[config.mk]
export PLATFORM = sky130hd
export DESIGN_NAME = sram_1mx8_ctrl
export DESIGN_NICKNAME = d
export VERILOG_FILES = /design/src/rtl/sram_1mx8_ctrl_pkg.sv /design/src/rtl/sram_1mx8_ctrl.sv
export SDC_FILE = /design/constraint.sdc
export NUM_CORES = 1
export LEC_CHECK = 0
export ABC_AREA = 0
export ABC_CLOCK_PERIOD_IN_PS = 3100
export CAP_MARGIN = 20
export CORE_ASPECT_RATIO = 1.5
export CORE_MARGIN = 5
export CORE_UTILIZATION = 44
export CTS_CLUSTER_DIAMETER = 60
export DETAILED_ROUTE_END_ITERATION = 8
export PLACE_DENSITY = 0.84
export REMOVE_ABC_BUFFERS = 1
export SYNTH_ARGS = -nofsm -noshare
export SYNTH_HDL_FRONTEND = slang
export SYNTH_SLANG_ARGS = --single-unit
[constraint.sdc]
create_clock -name i_clk -period 3.1 [get_ports i_clk]
set_input_delay 0.62 -clock i_clk [delete_from_list [all_inputs] [get_ports i_clk]]
set_output_delay 0.62 -clock i_clk [all_outputs]
set_load 0.02 [all_outputs]
[src/rtl/sram_1mx8_ctrl_pkg.sv]
// sram_1mx8_ctrl_pkg: shared widths, state encoding and wait-counter sizing
// for the external 1Mx8 asynchronous SRAM sequencer.
package sram_1mx8_ctrl_pkg;

    localparam int SRAM_AW = 20;
    localparam int SRAM_DW = 8;

    typedef enum logic [2:0] {
        ST_IDLE,
        ST_RD,
        ST_WR_SETUP,
        ST_WR_PULSE,
        ST_WR_HOLD,
        ST_TURN
    } state_t;

    function automatic int cnt_width(input int a, input int b, input int c);
        int m;
        m = (a > b) ? a : b;
        m = (m > c) ? m : c;
        return $clog2(m + 1);
    endfunction

endpackage

[src/rtl/sram_1mx8_ctrl.sv]
// sram_1mx8_ctrl: single-byte read/write sequencer for a 1Mx8 async SRAM with
// parameterised wait states; every output is registered off the state transition.
module sram_1mx8_ctrl
    import sram_1mx8_ctrl_pkg::*;
#(
    parameter int RD_WAIT  = 2,
    parameter int WR_PULSE = 2,
    parameter int TURN_CYC = 1
) (
    input  logic               i_clk,
    input  logic               i_rst_n,
    input  logic               i_req_valid,
    output logic               o_req_ready,
    input  logic               i_req_we,
    input  logic [SRAM_AW-1:0] i_req_addr,
    input  logic [SRAM_DW-1:0] i_req_wdata,
    output logic               o_rsp_valid,
    output logic [SRAM_DW-1:0] o_rsp_rdata,
    output logic               o_busy,
    output logic [SRAM_AW-1:0] o_sram_addr,
    output logic               o_sram_ce_n,
    output logic               o_sram_oe_n,
    output logic               o_sram_we_n,
    output logic [SRAM_DW-1:0] o_sram_dq,
    output logic               o_sram_dq_oe,
    input  logic [SRAM_DW-1:0] i_sram_dq
);

    localparam int CW = cnt_width(RD_WAIT, WR_PULSE, TURN_CYC);
    localparam logic [CW-1:0] RD_LD = CW'(RD_WAIT - 1);
    localparam logic [CW-1:0] WR_LD = CW'(WR_PULSE - 1);
    localparam logic [CW-1:0] TN_LD = CW'(TURN_CYC - 1);

    state_t state;
    logic [CW-1:0] cnt;

    // One down-counter, loaded with N-1 on entry, serves RD, WR_PULSE and TURN.
    always_ff @(posedge i_clk) begin
        if (!i_rst_n) begin
            state        <= ST_IDLE;
            cnt          <= '0;
            o_req_ready  <= 1'b0;
            o_rsp_valid  <= 1'b0;
            o_rsp_rdata  <= '0;
            o_busy       <= 1'b0;
            o_sram_addr  <= '0;
            o_sram_ce_n  <= 1'b1;
            o_sram_oe_n  <= 1'b1;
            o_sram_we_n  <= 1'b1;
            o_sram_dq    <= '0;
            o_sram_dq_oe <= 1'b0;
        end else begin
            o_rsp_valid <= 1'b0;
            case (state)
                ST_IDLE: begin
                    if (i_req_valid && o_req_ready) begin
                        o_req_ready <= 1'b0;
                        o_busy      <= 1'b1;
                        o_sram_addr <= i_req_addr;
                        o_sram_dq   <= i_req_wdata;
                        o_sram_ce_n <= 1'b0;
                        if (i_req_we) begin
                            state        <= ST_WR_SETUP;
                            o_sram_dq_oe <= 1'b1;
                        end else begin
                            state       <= ST_RD;
                            o_sram_oe_n <= 1'b0;
                            cnt         <= RD_LD;
                        end
                    end else begin
                        o_req_ready <= 1'b1;
                    end
                end
                ST_RD: begin
                    if (cnt == '0) begin
                        o_rsp_rdata <= i_sram_dq;
                        o_rsp_valid <= 1'b1;
                        o_sram_ce_n <= 1'b1;
                        o_sram_oe_n <= 1'b1;
                        if (TURN_CYC == 0) begin
                            state       <= ST_IDLE;
                            o_req_ready <= 1'b1;
                            o_busy      <= 1'b0;
                        end else begin
                            state <= ST_TURN;
                            cnt   <= TN_LD;
                        end
                    end else begin
                        cnt <= cnt - 1'b1;
                    end
                end
                ST_TURN: begin
                    if (cnt == '0) begin
                        state       <= ST_IDLE;
                        o_req_ready <= 1'b1;
                        o_busy      <= 1'b0;
                    end else begin
                        cnt <= cnt - 1'b1;
                    end
                end
                ST_WR_SETUP: begin
                    state       <= ST_WR_PULSE;
                    o_sram_we_n <= 1'b0;
                    cnt         <= WR_LD;
                end
                ST_WR_PULSE: begin
                    if (cnt == '0) begin
                        state       <= ST_WR_HOLD;
                        o_sram_we_n <= 1'b1;
                    end else begin
                        cnt <= cnt - 1'b1;
                    end
                end
                ST_WR_HOLD: begin
                    state        <= ST_IDLE;
                    o_sram_ce_n  <= 1'b1;
                    o_sram_dq_oe <= 1'b0;
                    o_rsp_valid  <= 1'b1;
                    o_req_ready  <= 1'b1;
                    o_busy       <= 1'b0;
                end
                default: state <= ST_IDLE;
            endcase
        end
    end

endmodule

Word level (Yosys, flattened, before mapping)
Cells that the tools add are included.

Flip-flop bits (word level): 48. Word-level logic and storage cells: 73. Output and inout bits: 43. Input bits: 40.

Reductions and logical operators: 20. Eq/ne operators: 12. Multiplexer cells: 28. Add/sub/neg operators: 1.

Operator list (number): case mux 3 bit (5 select lines) (1); != test 2 bit, second input constant (7); two-way mux 3 bit (4); AND reduction 4 bit (3); two-way mux 1 bit (10); two-way mux 2 bit (5); case mux 1 bit (3 select lines) (3); AND reduction 3 bit (3); case mux 1 bit (2 select lines) (4); case mux 2 bit (4 select lines) (1); AND reduction 2 bit (4); == test 3 x 2 -> 1 bit, second input constant (2); == test 3 bit, second input constant (2); nonzero test 2 bit (3); nonzero test 3 bit (2); nonzero test 4 bit (1); == test 3 x 1 -> 1 bit, second input constant (1); zero test 3 bit (1); zero test 2 bit (1); OR reduction 2 bit (1); subtractor 2 x 1 -> 2 bit, second input constant (1); logical AND 1 bit (1).

Longest topological paths before layout
Gate-level depths: netlist (run 1).

Depth in word-level cells: 4. Depth in mapped cells: 6. Mapped depth without buffers: 6.

Worst setup path after synthesis (run 1)
OpenSTA, ideal clock, no wires.

Kind: input -> register. From: in i_req_valid. To: reg o_sram_ce_n. Slack: 1531 ps. Cell stages on the path: 4. Arrival time: 1450 ps. Setup time: 120 ps. Buffers on the path: 1. Path through: nand2_1 or3_4 buf_6 a211o_1.

Word-level cells in the longest chain between the ends: 3.

RTL lines: start, declared (line sram_1mx8_ctrl.sv:12) `input logic i_req_valid,`; logical AND 1 bit (line sram_1mx8_ctrl.sv:56) `if (i_req_valid && o_req_ready) begin`; != test 2 bit (no line); AND reduction 3 bit (no line); end signal, assigned (line sram_1mx8_ctrl.sv:47) `o_sram_ce_n <= 1'b1;`; end signal, assigned (line sram_1mx8_ctrl.sv:61) `o_sram_ce_n <= 1'b0;`; end signal, assigned (line sram_1mx8_ctrl.sv:78) `o_sram_ce_n <= 1'b1;`; end, declared (line sram_1mx8_ctrl.sv:21) `output logic o_sram_ce_n,`.

Every way passes these cells. A chain may end at the register's enable or synchronous reset.

Worst setup path after layout (run 1)
From: reg o_req_ready. To: out o_req_ready.

RTL lines: start, declared (line sram_1mx8_ctrl.sv:13) `output logic o_req_ready,`; start signal, assigned (line sram_1mx8_ctrl.sv:42) `o_req_ready <= 1'b0;`; start signal, assigned (line sram_1mx8_ctrl.sv:57) `o_req_ready <= 1'b0;`; start signal, assigned (line sram_1mx8_ctrl.sv:71) `o_req_ready <= 1'b1;`.

No word-level cell between the ends.

==> run_results.csv, run 1 <==
group,metric,value,unit
die,io_pins,83,
detailed_routing,postRouteAntennaNets,0,
detailed_routing,via_per_inst,5.02,
placed_design,port_buffers,82,
synthesis,synth-simple-area-share,0.233,
sta,tightest_slew,556,ps
min_path,worstHoldStart,"o_rsp_rdata[0]",
setup_path,reg2reg_depth,3,
power_and_ir_drop,leakage,1.02,nW
detailed_routing,drc,0,
cells_and_area,antennaDiodeCount,0,
sta,slew_violations,0,
job,maxCapViolations,0,
sta,fin_skew,5.59,ps
min_path,holdPathStages,2,
sta,relSlewSlack,0.620,
detailed_routing,post_drt_wl_per_cell,13.1,um
die,fp.dieH,90.0,um
die,fp.dieW,63.4,um
cells_and_area,instances_no_fill,362,
setup_path,crit_buf_inv,1,
setup_path,arrival,1300,ps
placed_design,hpwlAfterDp,3.54,mm
min_path,holdPathEnd,"o_rsp_rdata[0]",
clock_network,post-cts-setup-buffers,0,
clock_network,hold_buffers,0,
setup_path,critical-path-top-delay-family,"buffers and inverters",
grt,antenna_found_initial,0,
grt,grt.total_usage,0.166,
clock_network,cts_tree,"built",
detailed_routing,wirelength,4.74,mm
setup_path,worst-setup-path-type,"reg -> out",
clock_network,htreeDepth,2,
synthesis,synth_xor_area_frac,0,
grt,grt_overflow,0,
setup_path,cpPeakStageDelay,630,ps
setup_path,path_max_fanout,4,
setup_path,r2r_slack,1320,ps
synthesis,yosysSeqAreaShare,0.511,
power_and_ir_drop,finalPower,2.10,mW
synthesis,synth.distinct_cells,32,
sta,setup_violations,0,
clock_network,postCtsResizedCells,0,
cells_and_area,fill_cells,359,
grt,grt_max_degree,31,
synthesis,synth_fa_ha_area_frac,0.0200,
cells_and_area,drive_gt1_frac,0.0538,
synthesis,ys_seq_elements,48,
cells_and_area,register_area,961,um2
detailed_routing,firstDrtPassIters,4,
clock_network,insertion_delay,290,ps
sta,fin_setup_tns,0,ps
synthesis,synth_compound_area_frac,0.170,
sta,hold_ws,456,ps
setup_path,path_cells,"clkdlybuf4s50_1",
detailed_routing,drtIter0Drc,55,
detailed_routing,vias,1818,
setup_path,timing.rr.end,"o_sram_ce_n",
synthesis,synthCells,237,
placed_design,dpl.cell_count,354,
synthesis,syn_area_per_cell,7.93,um2
min_path,hp-class,"reg -> reg",
sta,hold_viol,0,
die,initial_core_util,0.450,
cells_and_area,multi_input_area,832,um2
placed_design,gp_congestion,0.826,
clock_network,root_buffer,"clkbuf_8",
die,coreArea,0.00417,mm2
clock_network,clockBufferDepth,2,
power_and_ir_drop,power_density,743,mW/mm2
cells_and_area,area_growth_syn_to_layout,50.5,%
die,dieArea,0.00570,mm2
setup_path,crit_path_top_delay_cell,"clkdlybuf4s50_1",
power_and_ir_drop,peakVddDrop,0.000547,V
setup_path,setup.worst_path.start_class,"flip-flop",
sta,rsz0062_at_grt,"no",
grt,grt_pass1_wl,7.91,mm
synthesis,synth_top_family_by_area,"simple AND/OR/NAND/NOR gates",
clock_network,numCtsBuffers,5,
setup_path,required,2480,ps
cells_and_area,fin_nets,358,
sta,fmax,521,MHz
run_status,status,"finished clean",
clock_network,clkTransAtPathRegs,90,ps
sta,finalCritPeriodShare,0.619,
die,rows,29,
synthesis,synthesis.area,0.00188,mm2
synthesis,synthMuxAreaShare,0.0166,
grt,grt_pass1_vias,1732,
clock_network,cts_num_sinks,48,
synthesis,synth_warnings,0,
setup_path,r2r_start,"state[1]",
sta,period_needed,1920,ps
setup_path,end_kind,"primary output",
## worst max-delay path by stage
stage                 from             end  slack [ps]  cells past startpoint
2_1_floorplan     state[0]  o_sram_addr[0]         560                      4
3_3_place_gp   i_req_valid     o_sram_ce_n         950                      4
3_5_place_dp   i_req_valid     o_sram_ce_n         930                      4
4_1_cts        o_req_ready     o_req_ready        1160                      1
5_1_grt        o_req_ready     o_req_ready        1110                      1
6_report       o_req_ready     o_req_ready        1180                      1
## stage by stage
| stage | instance area (um2) | setup slack (ps) | util |
|---|---|---|---|
| final | 2830 | 1180 | 0.678 |
| after global routing | 2830 | 1110 | 0.678 |
| after CTS | 2830 | 1160 | 0.678 |
| after detailed placement | 2720 | 933 | 0.651 |
| after global placement | 2720 | 954 | 0.651 |
| after floorplan | 1810 | 559 | - |
## state kept, by name, summed over array words and instances, names as in the netlist
signal,count
o_busy,1
o_sram_addr,20
o_req_ready,1
state,3
cnt,2
o_rsp_rdata,8
o_sram_ce_n,1
o_rsp_valid,1
o_sram_we_n,1
o_sram_dq_oe,1
o_sram_oe_n,1
o_sram_dq,8
## power by group
group	total (mW)	switching, mW	leakage (nW)	internal, mW
clock	0.437	0.199	0.0541	0.239
sequential	0.851	0.111	0.391	0.740
combinational	0.813	0.442	0.579	0.371
total	2.10	0.752	1.02	1.35
## cell type report
| type | count | area share |
|---|---|---|
| multi-input cells | 169 | 0.294 |
| clock buffers | 5 | 0.0243 |
| well taps | 46 | 0.0204 |
| clock inverters | 3 | 0.0150 |
| flip-flops and latches | 48 | 0.340 |
| repair buffers | 85 | 0.298 |
| inverters | 6 | 0.00796 |
## Yosys cell counts
library cell,count,share of area
nor2_1,8,0.016
dfxtp_1,48,0.51
buf_4,1,0.0040
o22ai_1,1,0.0033
a21oi_1,44,0.12
nor2b_1,1,0.0033
a211o_1,1,0.0047
and2_1,1,0.0033
a31oi_1,1,0.0033
o311ai_0,1,0.0047
mux2_2,1,0.0060
o21bai_1,1,0.0040
inv_1,6,0.012
or3_4,1,0.0060
nor3_1,3,0.0080
a2111oi_0,1,0.0047
clkbuf_1,8,0.016
o221a_2,1,0.0060
nor3b_1,1,0.0040
nor3_2,1,0.0053
nand4_1,1,0.0033
or2_1,1,0.0033
a211oi_1,3,0.012
or2_2,1,0.0033
mux2i_1,2,0.011
buf_2,4,0.011
o21ai_0,4,0.011
nand3_1,2,0.0053
buf_6,1,0.0060
nand2b_1,3,0.010
nand2_1,81,0.16
ha_1,3,0.020
## layout by cell type (no fill, tap or decap), drive strengths merged
cell	count
a2111oi	1
a211o	1
a211oi	3
a21oi	44
a31oi	1
and2	1
buf	3
bufinv	1
clkbuf	5
clkdlybuf4s50	82
clkinv	1
clkinvlp	1
dfxtp	48
ha	3
inv	6
mux2	1
mux2i	2
nand2	81
nand2b	3
nand3	2
nand4	1
nor2	8
nor2b	1
nor3	4
nor3b	1
o21ai	4
o21bai	1
o221a	1
o22ai	1
o311ai	1
or2	2
or3	1
## per-layer routing
metal  GRT usage  share of wire
met5           0              0
met1       0.184           0.39
met3      0.0474          0.074
met4      0.0572          0.017
met2       0.295           0.52
## cells by family (layout without fill, tap and decap cells)
family                   count (synthesis)  after routing
adder cells (fa/ha/maj)                  3              3
buffers and inverters                   20             99
AND/OR/NAND/NOR                        105            105
flip-flops                              48             48
multiplexers                             3              3
AO/OA/AOI/OAI                           58             58
Power figures use the tool's default switching activity.
==> inputs of run 2 (changes only) <==
- ABC_CLOCK_PERIOD_IN_PS: 3100 -> 2000
- CORE_UTILIZATION: 44 -> 41
- PLACE_DENSITY: 0.84 -> 0.79
- clock period: 3.1 -> 2 ns (I/O delays scaled with it)
==> run_results.csv, run 2 (synthesis gave the netlist of run 1 again) <==
group,metric,value,unit
run_status,status,"finished clean",
power_and_ir_drop,peakVddDrop,0.000613,V
job,maxCapViolations,0,
detailed_routing,via_per_inst,4.95,
power_and_ir_drop,combPwrFrac,0.426,
power_and_ir_drop,leakage,1.05,nW
sta,hold_viol,0,
grt,grt_pass1_wl,7.70,mm
clock_network,post-cts-setup-buffers,0,
grt,grtUsageMet2,0.292,
die,dieArea,0.00607,mm2
sta,fin_skew,4.49,ps
clock_network,insertion_delay,290,ps
setup_path,worst-setup-path-type,"reg -> reg",
cells_and_area,area_growth_syn_to_layout,52.9,%
detailed_routing,drc,0,
clock_network,postCtsResizedCells,0,
cells_and_area,reg_top3,"o_sram_addr x20, o_rsp_rdata x8, o_sram_dq x8",
power_and_ir_drop,seq_power_share,0.396,
cells_and_area,fin_nets,363,
cells_and_area,final_common_cell,"clkdlybuf4s50_1",
setup_path,setup.worst_path.start_class,"flip-flop",
cells_and_area,largest_reg_flops,20,
setup_path,crit_path_top_delay_cell,"dfxtp_1",
grt,grt_overflow,0,
cells_and_area,fill_cells,426,
die,initial_core_util,0.417,
setup_path,crit_buf_inv,1,
detailed_routing,postRouteAntennaNets,0,
sta,tightest_slew,542,ps
detailed_routing,wirelength,4.70,mm
setup_path,critical-path-top-delay-family,"simple AND/OR/NAND/NOR gates",
clock_network,numCtsBuffers,5,
cells_and_area,top_register,"o_sram_addr",
grt,grt_max_degree,30,
grt,grt_util_met3,0.0449,
grt,top_usage_layer,"met2",
min_path,hp-class,"reg -> reg",
power_and_ir_drop,p_int,2.06,mW
sta,hold_ws,455,ps
detailed_routing,vias,1820,
die,rows,30,
sta,rsz0062_at_grt,"no",
placed_design,port_buffers,82,
power_and_ir_drop,p_sw,1.17,mW
detailed_routing,drtIter0Drc,78,
placed_design,hpwlAfterDp,3.53,mm
die,fp.dieH,92.9,um
setup_path,required,2190,ps
sta,finalCritPeriodShare,0.869,
power_and_ir_drop,p_sw_frac,0.362,
sta,slew_violations,0,
detailed_routing,post_drt_wl_per_cell,12.8,um
clock_network,hold_buffers,0,
cells_and_area,drive_gt1_frac,0.0656,
setup_path,path_cells,"inv_1, ha_1, nor2b_1, nand3_1, nand2_1, a21oi_1",
placed_design,gp_congestion,0.828,
clock_network,clkTransAtPathRegs,80,ps
die,coreArea,0.00450,mm2
grt,use_met1,0.170,
clock_network,cts_num_sinks,48,
sta,setup_ws,263,ps
clock_network,root_buffer,"clkbuf_8",
setup_path,end_kind,"flip-flop",
die,io_pins,83,
power_and_ir_drop,power.clock.fraction,0.178,
grt,antenna_found_initial,0,
cells_and_area,antennaDiodeCount,0,
detailed_routing,firstDrtPassIters,4,
die,fp.dieW,65.3,um
clock_network,cts_tree,"built",
sta,setup_violations,0,
sta,fmax,576,MHz
grt,grt.total_usage,0.159,
sta,relSlewSlack,0.630,
placed_design,post-place-ws,112,ps
power_and_ir_drop,power_density,1130,mW/mm2
clock_network,clockBufferDepth,2,
setup_path,cpPeakStageDelay,350,ps
setup_path,arrival,1920,ps
clock_network,htreeDepth,2,
grt,grt_pass1_vias,1717,
sta,period_needed,1740,ps
setup_path,path_max_fanout,8,
cells_and_area,mostFrequentLayoutCells,"82 x clkdlybuf4s50_1, 81 x nand2_1, 48 x dfxtp_1, 44 x a21oi_1, 8 x nor2_1",
run 2: changes by cell type in the layout (fill, tap and decap cells not counted):
cell	delta
buf_12	+2
buf_4	+3
bufinv_16	-1
clkbuf_8	+1
clkinv_2	-1
clkinv_4	+1
clkinvlp_4	-1
run 2: final cells by class:
type                       instances  area (um2)  share of cell area
clock buffer                       6        82.6              0.0287
clock inverter                     1        8.76             0.00305
inverter                           6        22.5             0.00784
multi-input combinational        169         832               0.290
sequential                        48         961               0.334
tap                               48        60.1              0.0209
timing repair buffer              90         906               0.315
run 2: tightest hold or removal path, cell delays in order, from the launching register on:
cell	delay [ps]
dfxtp_1	310
nand2_1	50
a21oi_1	50
run 2: through the flow:
stage	cells	power (mW)	area [um2]	setup TNS [ps]	util
after floorplan	223	2.04	1810	-15610	-
after global placement	361	2.67	2780	0	0.618
after detailed placement	361	2.69	2780	0	0.618
final	368	3.23	2870	0	0.638
after global routing	368	3.46	2870	0	0.638
after CTS	368	3.27	2870	0	0.638
run 2: power by group through the flow:
stage | Combinational [mW] | Sequential [mW] | Clock (mW)
after floorplan | 0.539 | 1.50 | 0
after global placement | 1.38 | 1.30 | 0
after detailed placement | 1.39 | 1.30 | 0
after CTS | 1.40 | 1.28 | 0.591
after global routing | 1.51 | 1.31 | 0.638
final | 1.38 | 1.28 | 0.575
run 2: routing by layer:
layer | vias to the layer above | wire length, um
met4 | 0 | 65
li1 | 943 | -
met5 | - | 0
met2 | 46 | 2470
met1 | 824 | 1860
met3 | 7 | 300
run 2: final timing paths:
| check | cells after the start | end | startpoint | slack [ps] |
|---|---|---|---|---|
| setup / recovery | 6 | o_rsp_rdata[3] | cnt[0] | 260 |
| hold / removal | 2 | o_sram_addr[10] | o_sram_addr[10] | 460 |
| setup reg to reg | 6 | o_rsp_rdata[3] | cnt[0] | 260 |
| hold reg to reg | 2 | o_sram_addr[10] | o_sram_addr[10] | 460 |
==> inputs of run 3 (changes only) <==
- PLACE_DENSITY: 0.79 -> 0.81
==> run_results.csv, run 3 (synthesis gave the netlist of run 1 again) <==
group,metric,value,unit
run_status,status,"finished clean",
cells_and_area,mostFrequentLayoutCells,"82 x clkdlybuf4s50_1, 81 x nand2_1, 48 x dfxtp_1, 44 x a21oi_1, 8 x nor2_1",
setup_path,setup.worst_path.start_class,"flip-flop",
cells_and_area,reg_top3,"o_sram_addr x20, o_rsp_rdata x8, o_sram_dq x8",
clock_network,hold_buffers,0,
die,rows,30,
clock_network,clockBufferDepth,2,
detailed_routing,wirelength,4.78,mm
grt,grt_pass1_wl,7.69,mm
sta,rsz0062_at_grt,"no",
clock_network,post-cts-setup-buffers,0,
sta,period_needed,1730,ps
sta,tightest_slew,753,ps
sta,hold_ws,456,ps
power_and_ir_drop,power_density,1130,mW/mm2
cells_and_area,largest_reg_flops,20,
clock_network,htreeDepth,2,
clock_network,postCtsResizedCells,0,
setup_path,end_kind,"flip-flop",
clock_network,insertion_delay,290,ps
die,dieArea,0.00607,mm2
detailed_routing,firstDrtPassIters,4,
setup_path,path_max_fanout,8,
detailed_routing,via_per_inst,5.00,
placed_design,gp_congestion,0.835,
cells_and_area,fill_cells,421,
die,fp.dieH,92.9,um
detailed_routing,vias,1839,
setup_path,required,2180,ps
sta,setup_violations,0,
cells_and_area,drive_gt1_frac,0.0625,
sta,relSlewSlack,0.485,
sta,fin_skew,7.30,ps
setup_path,worst-setup-path-type,"reg -> reg",
placed_design,hpwlAfterDp,3.61,mm
clock_network,cts_num_sinks,48,
detailed_routing,drtIter0Drc,83,
detailed_routing,postRouteAntennaNets,0,
setup_path,r2r_slack,270,ps
min_path,hp-class,"reg -> reg",
cells_and_area,fin_nets,362,
sta,fmax,577,MHz
grt,grt_max_degree,30,
clock_network,numCtsBuffers,5,
sta,slew_violations,0,
clock_network,clkTransAtPathRegs,80,ps
cells_and_area,register_area,961,um2
sta,hold_viol,0,
placed_design,port_buffers,82,
clock_network,cts_tree,"built",
cells_and_area,top_register,"o_sram_addr",
grt,grt_pass1_vias,1730,
cells_and_area,final_common_cell,"clkdlybuf4s50_1",
sta,fin_setup_tns,0,ps
cells_and_area,multi_input_area,837,um2
die,io_pins,83,
grt,antenna_found_initial,0,
sta,finalCritPeriodShare,0.867,
die,fp.dieW,65.3,um
power_and_ir_drop,peakVddDrop,0.000806,V
placed_design,dpl-instance-area,0.00277,mm2
cells_and_area,final_area,0.00287,mm2
cells_and_area,area_growth_syn_to_layout,52.7,%
power_and_ir_drop,leakage,1.05,nW
detailed_routing,drc,0,
grt,grt_overflow,0,
clock_network,root_buffer,"clkbuf_8",
cells_and_area,antennaDiodeCount,0,
die,initial_core_util,0.417,
detailed_routing,post_drt_wl_per_cell,13.0,um
die,coreArea,0.00450,mm2
job,maxCapViolations,0,
setup_path,arrival,1910,ps
grt,grt.total_usage,0.158,
## run 3: critical path, stage by stage (launching register included)
cell     delay [ps]
dfxtp_1         350
inv_1           100
ha_1            330
nor2b_1         300
nand3_1         310
nand2_1         160
a21oi_1          70
## run 3: routing by layer
layer,part of all wire,track usage
met5,0,0
met4,0.011,0.0450
met3,0.057,0.0413
met2,0.54,0.295
met1,0.39,0.170
## run 3: area by class of cell
cell class | count | share of cell area
well taps | 48 | 0.0209
flip-flops and latches | 48 | 0.335
multi-input cells | 169 | 0.292
inverters | 6 | 0.00785
clock buffers | 8 | 0.0314
repair buffers | 89 | 0.313
## run 3: through the flow
step | util | worst slack [ps] | power (mW) | instances
after global placement | 0.616 | 61.7 | 2.66 | 360
after detailed placement | 0.616 | 32.0 | 2.68 | 360
after CTS | 0.636 | 257 | 3.26 | 368
final | 0.637 | 267 | 3.23 | 368
after floorplan | - | -541 | 2.04 | 223
after global routing | 0.637 | 66.1 | 3.46 | 368
## run 3: path summary, 6_finish.rpt
check                       from        endpoint  depth (start not counted)
setup / recovery          cnt[0]  o_rsp_rdata[4]                          6
setup reg to reg          cnt[0]  o_rsp_rdata[4]                          6
hold reg to reg   o_sram_addr[4]  o_sram_addr[4]                          2
hold / removal    o_sram_addr[4]  o_sram_addr[4]                          2
## run 3: report_power, final
group / internal [mW] / switching (mW) / total, mW
Clock: 0.282 / 0.290 / 0.573
Combinational: 0.634 / 0.728 / 1.36
Sequential: 1.15 / 0.148 / 1.29
Total: 2.06 / 1.17 / 3.23
